### config.mk
export PLATFORM = sky130hd
export DESIGN_NAME = bitslip_aligner
export DESIGN_NICKNAME = d
export VERILOG_FILES = /design/src/rtl/bitslip_aligner_pkg.sv /design/src/rtl/bitslip_aligner.sv
export SDC_FILE = /design/constraint.sdc
export NUM_CORES = 1
export LEC_CHECK = 0
export CAP_MARGIN = 20
export CORE_AREA = 2 2 75 77
export CTS_CLUSTER_DIAMETER = 40
export DETAILED_ROUTE_END_ITERATION = 8
export DIE_AREA = 0 0 77 79
export RECOVER_POWER = 50
export SETUP_SLACK_MARGIN = 0.3
export SYNTH_ARGS = -nofsm -noshare
export SYNTH_HDL_FRONTEND = slang
export SYNTH_SLANG_ARGS = --single-unit
### constraint.sdc
create_clock -name sample_clk -period 2.5 [get_ports sample_clk]
set_input_delay 0.5 -clock sample_clk [delete_from_list [all_inputs] [get_ports sample_clk]]
set_output_delay 0.5 -clock sample_clk [all_outputs]
set_load 0.05 [all_outputs]
### src/rtl/bitslip_aligner_pkg.sv
// Shared definitions for the frame-clock bitslip aligner: FSM state encoding
// and default alignment parameters.
package bitslip_aligner_pkg;

    typedef enum logic [2:0] {
        ST_IDLE   = 3'd0,
        ST_CHECK  = 3'd1,
        ST_SLIP   = 3'd2,
        ST_SETTLE = 3'd3,
        ST_LOCKED = 3'd4,
        ST_FAIL   = 3'd5
    } state_t;

    localparam logic [7:0] DEF_TARGET        = 8'h0F;
    localparam int         DEF_SETTLE_CYCLES = 4;
    localparam int         DEF_LOCK_COUNT    = 16;
    localparam int         DEF_MAX_SLIPS     = 16;
    localparam int         DEF_UNLOCK_MISSES = 4;

endpackage

### src/rtl/bitslip_aligner.sv
// Word aligner for an ISERDES frame clock: pulses bitslip until the
// deserialized word matches TARGET, then monitors the alignment.
module bitslip_aligner
    import bitslip_aligner_pkg::*;
#(
    parameter logic [7:0] TARGET        = DEF_TARGET,
    parameter int         SETTLE_CYCLES = DEF_SETTLE_CYCLES,
    parameter int         LOCK_COUNT    = DEF_LOCK_COUNT,
    parameter int         MAX_SLIPS     = DEF_MAX_SLIPS,
    parameter int         UNLOCK_MISSES = DEF_UNLOCK_MISSES
) (
    input  logic       sample_clk,
    input  logic       reset,
    input  logic [7:0] clk_data_out,
    input  logic       enable,
    output logic       bitslip,
    output logic       locked,
    output logic       align_err,
    output logic [4:0] slip_count,
    output logic [2:0] state_dbg
);

    localparam int MATCH_W  = $clog2(LOCK_COUNT + 1);
    localparam int MISS_W   = $clog2(UNLOCK_MISSES + 1);
    localparam int SETTLE_W = $clog2(SETTLE_CYCLES + 1);
    localparam int SLIP_W   = $clog2(MAX_SLIPS + 1);

    localparam logic [MATCH_W-1:0]  MATCH_MAX   = MATCH_W'(LOCK_COUNT);
    localparam logic [MISS_W-1:0]   MISS_MAX    = MISS_W'(UNLOCK_MISSES);
    localparam logic [SETTLE_W-1:0] SETTLE_LAST = SETTLE_W'(SETTLE_CYCLES - 1);
    localparam logic [SLIP_W-1:0]   SLIP_MAX    = SLIP_W'(MAX_SLIPS);

    state_t                state_q, state_d;
    logic [MATCH_W-1:0]    match_cnt_q, match_cnt_d;
    logic [MISS_W-1:0]     miss_cnt_q, miss_cnt_d;
    logic [SETTLE_W-1:0]   settle_cnt_q, settle_cnt_d;
    logic [SLIP_W-1:0]     slip_cnt_q, slip_cnt_d;
    logic                  bitslip_q, bitslip_d;
    logic                  locked_q, locked_d;
    logic                  align_err_q, align_err_d;

    logic                  word_match;
    logic [MATCH_W-1:0]    match_inc;
    logic [MISS_W-1:0]     miss_inc;

    assign word_match = (clk_data_out == TARGET);
    assign match_inc  = (match_cnt_q < MATCH_MAX) ? match_cnt_q + MATCH_W'(1) : match_cnt_q;
    assign miss_inc   = (miss_cnt_q < MISS_MAX) ? miss_cnt_q + MISS_W'(1) : miss_cnt_q;

    always_comb begin
        state_d      = state_q;
        match_cnt_d  = match_cnt_q;
        miss_cnt_d   = miss_cnt_q;
        settle_cnt_d = settle_cnt_q;
        slip_cnt_d   = slip_cnt_q;
        bitslip_d    = 1'b0;
        locked_d     = locked_q;
        align_err_d  = align_err_q;

        // Dropping enable wins over everything, including a pulse in flight.
        if (!enable) begin
            state_d      = ST_IDLE;
            match_cnt_d  = '0;
            miss_cnt_d   = '0;
            settle_cnt_d = '0;
            slip_cnt_d   = '0;
            locked_d     = 1'b0;
            align_err_d  = 1'b0;
        end else begin
            unique case (state_q)
                ST_IDLE: begin
                    match_cnt_d  = '0;
                    miss_cnt_d   = '0;
                    settle_cnt_d = '0;
                    slip_cnt_d   = '0;
                    locked_d     = 1'b0;
                    align_err_d  = 1'b0;
                    state_d      = ST_CHECK;
                end
                ST_CHECK: begin
                    if (word_match) begin
                        match_cnt_d = match_inc;
                        if (match_inc == MATCH_MAX) begin
                            state_d    = ST_LOCKED;
                            locked_d   = 1'b1;
                            miss_cnt_d = '0;
                        end
                    end else begin
                        match_cnt_d = '0;
                        if (slip_cnt_q < SLIP_MAX) begin
                            state_d    = ST_SLIP;
                            bitslip_d  = 1'b1;
                            slip_cnt_d = slip_cnt_q + SLIP_W'(1);
                        end else begin
                            state_d     = ST_FAIL;
                            align_err_d = 1'b1;
                        end
                    end
                end
                ST_SLIP: begin
                    settle_cnt_d = '0;
                    state_d      = ST_SETTLE;
                end
                ST_SETTLE: begin
                    if (settle_cnt_q == SETTLE_LAST) begin
                        match_cnt_d = '0;
                        state_d     = ST_CHECK;
                    end else begin
                        settle_cnt_d = settle_cnt_q + SETTLE_W'(1);
                    end
                end
                ST_LOCKED: begin
                    if (word_match) begin
                        miss_cnt_d = '0;
                    end else begin
                        miss_cnt_d = miss_inc;
                        if (miss_inc == MISS_MAX) begin
                            state_d     = ST_CHECK;
                            locked_d    = 1'b0;
                            slip_cnt_d  = '0;
                            match_cnt_d = '0;
                            miss_cnt_d  = '0;
                        end
                    end
                end
                ST_FAIL: begin
                    locked_d    = 1'b0;
                    align_err_d = 1'b1;
                end
                default: begin
                    state_d = ST_IDLE;
                end
            endcase
        end
    end

    always_ff @(posedge sample_clk or posedge reset) begin
        if (reset) begin
            state_q      <= ST_IDLE;
            match_cnt_q  <= '0;
            miss_cnt_q   <= '0;
            settle_cnt_q <= '0;
            slip_cnt_q   <= '0;
            bitslip_q    <= 1'b0;
            locked_q     <= 1'b0;
            align_err_q  <= 1'b0;
        end else begin
            state_q      <= state_d;
            match_cnt_q  <= match_cnt_d;
            miss_cnt_q   <= miss_cnt_d;
            settle_cnt_q <= settle_cnt_d;
            slip_cnt_q   <= slip_cnt_d;
            bitslip_q    <= bitslip_d;
            locked_q     <= locked_d;
            align_err_q  <= align_err_d;
        end
    end

    assign bitslip    = bitslip_q;
    assign locked     = locked_q;
    assign align_err  = align_err_q;
    assign slip_count = 5'(slip_cnt_q);
    assign state_dbg  = state_q;

endmodule

==> impl_metrics.toml, run 1 <==
[status]
status = "finished clean"

[timing]
min_period_ns = 2.19
max_freq_mhz = 456
slew_headroom_pct = 14.9
finClkSkew_ns = 0.00735
fin_setup_tns_ns = 0
finalCritPeriodShare_pct = 87.8
hold_viol = 0
final-setup-viol-count = 0
worstMarginPinSlew_ns = 1.28
slew_violations = 0
rsz0062_at_grt = "no"

[worst_setup_path]
cp_max_fo = 6
worstPathRequired_ns = 2.66
startpoint_type = "primary input"
path_buf_inv = 1
cpPeakStageDelay_ns = 0.61
critPathArrivalTime_ns = 2.35
critPathKind = "in -> reg"
reg2regPathDepth = 6
r2r_end = "match_cnt_q[2]$_DFFE_PP0P_"
rrSetupSlack_ns = 0.55
timing.rr.start = "miss_cnt_q[0]$_DFFE_PP0P_"
cp_slowest_cell = "or4_4"
crit_family = "compound AO/OA/AOI/OAI gates"
crit_chain = "dlygate4sd3_1 -> or4_4 -> o22ai_4 -> a2bb2oi_1 -> a32o_1"
end_kind = "register"

[pwr]
leakagePower_nw = 0.760
power.density_nw_per_um2 = 440
peakVddDrop_mv = 0.226
design_power_total_mw = 0.793

[drt]
route.vias.total = 1257
drc = 0
drtPass1Iterations = 4
ant_nets = 0
wl_per_cell_um = 13.2
via_per_inst = 5.01
drt_iter0_markers = 48
finalWirelength_um = 3320

[grt]
gr-total-overflow = 0
track_usage_pct = 11.6
grt_max_degree = 23
grt_pass1_vias = 1193
grt_pass1_wl_um = 5800
antenna_found_initial = 0

[yosys]
synth_warnings = 0
syn_area_sq_um = 1430
ys_seq_elements = 22
avgSynthCellArea_sq_um = 9.52
syn_inst = 150
ys_types = 52
yosysTopAreaCell = "dfrtp_1"
yosysSeqAreaShare_pct = 38.6
yosys.area.top_type_share_pct = 38.6
synthFlopType = "dfrtp_1"
synthArstFlopShare_pct = 100
synth-edff-count = 0
synth.area.top_cells = "dfrtp_1 39%, ha_1 4.4%, inv_1 3.7%"
synthesis.nets = 166

[floorplan]
dieWidth_um = 77
start_util_pct = 26.7
dieHeight_um = 79
num_rows = 27
io-pin-count = 22
die_area_sq_um = 6080
core_area_sq_um = 5340

[cts]
clk_path_buf_depth = 2
path_clk_slew_ns = 0.07
numCtsBuffers = 3
cts_tree = "built"
root_buffer = "clkbuf_8"
htree_levels = 1
cts_hold_buf = 0
insertion_delay_ns = 0.27
clock-sinks = 22

[layout]
drive_gt1_share_pct = 11.7
layout.nets = 197
nFillCells = 592
final_cell_count_no_fill = 251
post-route-util_pct = 33.8
antennaDiodeCount = 0
syn2layout_area_growth_pct = 26.3
final_common_cell = "dfrtp_1"
layout_common_cells = "22 x dfrtp_1, 17 x clkdlybuf4s50_1, 14 x inv_1"

[placed_design]
gp_congestion = 0.892
numPortBuffers = 21
dp_hpwl_um = 2440
placed_cells = 248

[run]
maxCapViolations = 0

[hold_path]
min_from = "locked$_DFFE_PP0P_"
whs_endpoint = "locked$_DFFE_PP0P_"
hp-class = "reg -> reg"
hold_path_depth = 2
[report_power, final]
part / switching, mW / internal (mW)
registers: 0.0193 / 0.367
clock network: 0.118 / 0.108
logic: 0.104 / 0.0772
[worst min-delay path, stage by stage (launching register included)]
cell and delay [ns]:
dfrtp_1 0.36, a21oi_1 0.05, nor2_1 0.08
[cell type report]
type,count,area [sq um],area share (%)
timing repair buffer,31,278,15.4
inverter,14,52.6,2.91
multi-input combinational,109,791,43.9
sequential,22,551,30.5
clock buffer,3,41.3,2.29
tap,72,90.1,5.00
[metal layers]
metal	part of all wire (%)	up-vias	GRT usage [%]
met5	0	-	0
met4	1.2	0	3.75
met3	3.5	4	1.70
met2	45	31	18.6
met1	50	591	16.2
li1	-	631	-
[cell families (layout without fill, tap and decap cells)]
group	Yosys count	after routing	synth area share, %
simple gates	49	49	22.1
compound gates	51	51	26.1
mux	4	4	2.80
buf+inv	19	48	6.05
flops	22	22	38.6
fa+ha+maj	5	5	4.38
[worst max-delay path by stage]
stage	slack [ns]	cells after the start	end	startpoint
after global placement	0.10	5	slip_count[1]$_DFFE_PP0P_	clk_data_out[5]
after global routing	0.21	5	match_cnt_q[2]$_DFFE_PP0P_	clk_data_out[5]
after CTS	0.32	1	state_dbg[0]	state_dbg[0]$_DFFE_PP0P_
after detailed placement	0.09	5	slip_count[1]$_DFFE_PP0P_	clk_data_out[5]
after floorplan	0.48	5	slip_count[2]$_DFFE_PP0P_	state_dbg[0]$_DFFE_PP0P_
final	0.31	5	state_dbg[0]$_DFFE_PP0P_	clk_data_out[5]
[sequential cells by signal, indices dropped and copies added, names as in the netlist]
signal / flops
match_cnt_q: 5
bitslip: 1
align_err: 1
state_dbg: 3
locked: 1
settle_cnt_q: 3
slip_count: 5
miss_cnt_q: 3
[stage by stage]
step / hold slack [ns] / cell area (sq um) / setup slack (ns)
final: 0.521 / 1800 / 0.306
after global placement: 0.504 / 1770 / 0.102
after global routing: 0.550 / 1800 / 0.213
after detailed placement: 0.511 / 1770 / 0.0868
after floorplan: 0.485 / 1430 / 0.480
after CTS: 0.532 / 1810 / 0.316
[repair_timing]
item / CTS / global route
buffers inserted: 0 / 0
gates resized for setup: 0 / 2
endpoints found under the setup margin: 0 / 4
[cells in the mapped netlist, types with 2 or more instances]
library cell / instances
mux2i_1: 4
o211ai_1: 3
a21oi_1: 9
a21o_1: 2
clkbuf_1: 3
o22a_1: 2
nand4_1: 3
dfrtp_1: 22
nor3_1: 2
o22ai_1: 3
o21ai_0: 9
nor3b_1: 2
nor4bb_1: 2
nand2_1: 9
nor2b_1: 6
buf_6: 2
nand3_1: 3
a31oi_1: 5
ha_1: 5
nor2_1: 9
inv_1: 14
Power figures use the tool's default switching activity.
==> run 2, diff against run 1 <==
- HOLD_SLACK_MARGIN: not set -> 0.06
- PLACE_DENSITY_LB_ADDON: not set -> 0.08
==> run 2 against run 1 <==
Effect of this change: final cell count is 0.40% higher; global-route usage increased by 1.4 points; largest power group unchanged; final area increased by 0.14%; die area unchanged; routed wire length increased by 12%; largest cell class unchanged; flip-flop and latch count unchanged; critical path type unchanged; worst setup slack improved by 0.090 ns; critical endpoint unchanged; first-iteration DRC count is 54% higher; sequential power is essentially flat.
==> impl_metrics.toml, run 2 (synthesized netlist as in run 1, its figures left out) <==
[status]
status = "finished clean"

[drt]
ant_nets = 0
drtPass1Iterations = 4
drt_iter0_markers = 74
wl_met1_um = 1790
route.vias.total = 1309
finalWirelength_um = 3720
routed.top_layer = "met4"
route.met3.wl_um = 137
via_per_inst = 5.19
routed-wl-met2_um = 1750
drc = 0
wl_per_cell_um = 14.8

[floorplan]
dieHeight_um = 79
io-pin-count = 22
start_util_pct = 26.7
dieWidth_um = 77
core_area_sq_um = 5340
die_area_sq_um = 6080
num_rows = 27

[pwr]
leakagePower_nw = 0.762
power_frac_seq_pct = 46.4
switching_share_pct = 30.5
comb_power_share_pct = 21.3
power.internal_mw = 0.580
peakVddDrop_mv = 0.160
power.switching_mw = 0.254
power.density_nw_per_um2 = 462
pwr-share-clk_pct = 32.3

[grt]
gr-total-overflow = 0
track_usage_pct = 13.1
antenna_found_initial = 0
grt_pass1_wl_um = 6420
grt_pass1_vias = 1287
grt_max_degree = 23

[timing]
hold_slack_ns = 0.504
worstMarginPinSlew_ns = 1.32
finalCritPeriodShare_pct = 84.1
slew_headroom_pct = 12.1
fin_setup_tns_ns = 0
slew_violations = 0
rsz0062_at_grt = "yes"
finClkSkew_ns = 0.0114
max_freq_mhz = 475
min_period_ns = 2.10
hold_viol = 0
final-setup-viol-count = 0

[cts]
path_clk_slew_ns = 0.08
numCtsBuffers = 3
cts_tree = "built"
cts_hold_buf = 0
post-cts-setup-buffers = 0
clock-sinks = 22
root_buffer = "clkbuf_8"
insertion_delay_ns = 0.27
htree_levels = 1
clk_path_buf_depth = 2

[layout]
drive_gt1_share_pct = 12.2
layout_common_cells = "22 x dfrtp_1, 16 x clkdlybuf4s50_1, 14 x inv_1"
layout.nets = 197
syn2layout_area_growth_pct = 26.5
final_common_cell = "dfrtp_1"
antennaDiodeCount = 0

[worst_setup_path]
startpoint_type = "primary input"
rrSetupSlack_ns = 0.52
critPathArrivalTime_ns = 2.26
worstPathRequired_ns = 2.66
critPathKind = "in -> reg"
cp_max_fo = 6
end_kind = "register"

[run]
maxCapViolations = 0

[placed_design]
dp_hpwl_um = 2730
gp_congestion = 0.780
numPortBuffers = 21

[hold_path]
hp-class = "reg -> reg"
[run 2: changes by cell type in the layout (fill, tap and decap cells not counted), sizes merged]
cell,before,now
dlygate4sd2,0,2
dlymetal6s2s,1,0
clkdlybuf4s50,17,16
dlygate4sd3,2,1
clkbuf,5,7
[run 2: final cells by class]
cell class / instances / area [sq um]
clock buffers: 4 / 55.1
well taps: 72 / 90.1
flip-flops and latches: 22 / 551
inverters: 14 / 52.6
fillers: 588 / 3530
multi-input cells: 109 / 791
repair buffers: 31 / 267
[run 2: worst max-delay path, cell delays in order]
cell             delay [ns]
clkdlybuf4s50_1        0.42
or4_4                  0.61
o21ai_0                0.35
o221ai_1               0.16
a32o_1                 0.22
[run 2: layer usage]
| layer | vias to the layer above | GRT usage [%] |
|---|---|---|
| met2 | 33 | 20.8 |
| li1 | 635 | - |
| met3 | 5 | 1.82 |
| met1 | 636 | 18.2 |
| met4 | 0 | 4.64 |
| met5 | - | 0 |
[run 2: timing repair]
item,4_1_cts,5_1_grt
endpoints found under the setup margin,2,4
resized for setup,2,3
hold endpoints to repair,0,0
pin swaps,0,1
[run 2: worst paths after layout]
kind | end | start | depth (start not counted)
max | state_dbg[0]$_DFFE_PP0P_ | clk_data_out[5] | 5
min | locked$_DFFE_PP0P_ | locked$_DFFE_PP0P_ | 2
max reg2reg | miss_cnt_q[0]$_DFFE_PP0P_ | match_cnt_q[2]$_DFFE_PP0P_ | 4
min reg2reg | locked$_DFFE_PP0P_ | locked$_DFFE_PP0P_ | 2
max in group asynchronous | state_dbg[0]$_DFFE_PP0P_ | reset | 3
min in group asynchronous | slip_count[4]$_DFFE_PP0P_ | reset | 3
[run 2: power by group through the flow]
stage / registers (mW) / logic [mW] / clock network [mW]
final: 0.387 / 0.178 / 0.269
after global routing: 0.390 / 0.194 / 0.290
after CTS: 0.387 / 0.183 / 0.279
after detailed placement: 0.394 / 0.185 / 0
after global placement: 0.395 / 0.182 / 0
after floorplan: 0.417 / 0.0938 / 0
[run 2: through the flow]
step / instances / setup slack (ns) / area, sq um / utilization, % / power, mW
2_1_floorplan: 150 / 0.480 / 1430 / - / 0.510
3_3_place_gp: 248 / 0.0952 / 1770 / 33.1 / 0.576
3_5_place_dp: 248 / 0.108 / 1770 / 33.1 / 0.579
4_1_cts: 252 / 0.300 / 1820 / 34.1 / 0.850
5_1_grt: 252 / 0.278 / 1810 / 33.8 / 0.874
6_report: 252 / 0.397 / 1810 / 33.8 / 0.834
==> run 3, diff against run 2 <==
- clock period: 2.5 -> 2 ns (I/O delays scaled with it)
==> run 3 against run 2 <==
Effect of this change: via count is 2.4% higher; critical path depth is 2 higher; clock skew is 0.0038 ns lower; non-clock buffer count is 20 higher; utilization is 5.9 points higher; sequential share of layout area is 4.5 points lower; worst setup slack worse by 0.16 ns; sequential power is 24% higher; hold slack better by 0.012 ns; clock-buffer cell count is 1 lower; final cell count is 7.9% higher.
==> impl_metrics.toml, run 3 (synthesized netlist as in run 1, its figures left out) <==
[placed_design]
dp_hpwl_um = 2710
placed_cells = 257
numPortBuffers = 21
pre_cts_ws_ns = -0.228
gp_congestion = 0.766

[layout]
antennaDiodeCount = 0
syn2layout_area_growth_pct = 48.4
final_cell_count_no_fill = 272
layout_common_cells = "26 x buf_4, 22 x dfrtp_1, 13 x inv_1, 10 x dlygate4sd2_1, 9 x nand2_1"
final_common_cell = "buf_4"
nFillCells = 575
drive_gt1_share_pct = 33.5
layout.nets = 217

[floorplan]
start_util_pct = 26.7
core_area_sq_um = 5340
num_rows = 27
io-pin-count = 22
dieHeight_um = 79
die_area_sq_um = 6080
dieWidth_um = 77

[timing]
fin_ws_ns = 0.241
worstMarginPinSlew_ns = 0.588
slew_headroom_pct = 61.0
final-setup-viol-count = 0
finalCritPeriodShare_pct = 88.0
fin_setup_tns_ns = 0
finClkSkew_ns = 0.00758
slew_violations = 0
min_period_ns = 1.76
hold_viol = 0
rsz0062_at_grt = "yes"
max_freq_mhz = 568

[cts]
clock-sinks = 22
htree_levels = 1
insertion_delay_ns = 0.27
clk_path_buf_depth = 2
cts_hold_buf = 0
numCtsBuffers = 3
cts_tree = "built"
root_buffer = "clkbuf_8"
path_clk_slew_ns = 0.09

[pwr]
leakagePower_nw = 0.930
power.switching_mw = 0.327
switching_share_pct = 28.0
pwr-share-clk_pct = 36.5
comb_power_share_pct = 22.4
power_frac_seq_pct = 41.1
power.internal_mw = 0.841
power.density_nw_per_um2 = 551
peakVddDrop_mv = 0.262

[worst_setup_path]
worstPathRequired_ns = 2.20
cpPeakStageDelay_ns = 0.55
critPathKind = "in -> reg"
end_kind = "register"
path_common_cell = "buf_6"
cp_max_fo = 7
startpoint_type = "primary input"
crit_chain = "dlygate4sd2_1 -> or4_4 -> buf_6 -> nor3_4 -> buf_6 -> o21ai_0 -> a31oi_1"
critPathArrivalTime_ns = 1.96
cp_slowest_cell = "or4_4"

[grt]
track_usage_pct = 13.4
grt_max_degree = 23
grt_pass1_vias = 1311
gr-total-overflow = 0
grt_pass1_wl_um = 6600
antenna_found_initial = 0

[drt]
drtPass1Iterations = 4
drc = 0
via_per_inst = 4.93
drt_iter0_markers = 73
ant_nets = 0
finalWirelength_um = 3910
wl_per_cell_um = 14.4
route.vias.total = 1341

[hold_path]
hp-class = "reg -> reg"

[status]
status = "finished clean"

[run]
maxCapViolations = 0
[run 3: changes by cell type in the layout (fill, tap and decap cells not counted), moves of 3 or more]
cell / delta
nor2_1: -3
buf_6: +6
ha_4: +3
dlygate4sd2_1: +8
buf_4: +17
ha_1: -3
clkdlybuf4s50_1: -12
[run 3: area by class of cell]
class | instances | area [sq um] | share of cell area (%)
clock buffer | 3 | 41.3 | 1.95
tap | 72 | 90.1 | 4.25
timing repair buffer | 51 | 439 | 20.7
sequential | 22 | 551 | 26.0
clock inverter | 1 | 30.0 | 1.42
inverter | 14 | 52.6 | 2.48
multi-input combinational | 109 | 915 | 43.2
[run 3: path summary, 6_finish.rpt]
check	start	end	slack, ns	cells after the start
min in group asynchronous	reset	align_err$_DFFE_PP0P_	0.60	3
min	locked$_DFFE_PP0P_	locked$_DFFE_PP0P_	0.52	2
max in group asynchronous	reset	bitslip$_DFF_PP0_	1.15	3
min reg2reg	locked$_DFFE_PP0P_	locked$_DFFE_PP0P_	0.52	2
max reg2reg	state_dbg[2]$_DFFE_PP0P_	match_cnt_q[2]$_DFFE_PP0P_	0.26	6
max	clk_data_out[7]	match_cnt_q[2]$_DFFE_PP0P_	0.24	7
[run 3: per-stage QoR]
step	total power, mW	hold slack, ns	util (%)	instance area [sq um]
floorplan	0.641	0.389	-	1450
global placement	0.718	0.510	34.6	1840
detailed placement	0.720	0.497	34.6	1840
CTS	1.16	0.473	37.7	2010
global route	1.24	0.534	39.7	2120
finish	1.17	0.516	39.7	2120
[run 3: layer usage]
metal	vias to the layer above	track usage, %	wire, um	share of wire, %
li1	671	-	-	-
met1	638	18.9	1950	50
met2	27	21.3	1770	45
met3	5	2.05	145	3.7
met4	0	4.29	53	1.4
met5	-	0	0	0
[run 3: power by group through the flow]
stage                     clock network, mW  registers (mW)  logic, mW
after floorplan                           0           0.522      0.119
after global placement                    0           0.497      0.221
after detailed placement                  0           0.499      0.221
after CTS                             0.445           0.489      0.225
after global routing                  0.466           0.485      0.284
final                                 0.426           0.480      0.261
[run 3: critical path: cells and delay by family]
| family | cells | cell delay, ns |
|---|---|---|
| and+or+nand+nor | 2 | 0.74 |
| buffers and inverters | 3 | 0.55 |
| AOI/OAI and AO/OA | 2 | 0.25 |
[run 3: what timing repair did]
item	in CTS	in global routing
gates resized for setup	26	20
endpoints found under the hold margin	0	0
pin swaps	13	12
setup buffers	6	5
endpoints found under the setup margin	27	19
cloned	0	0
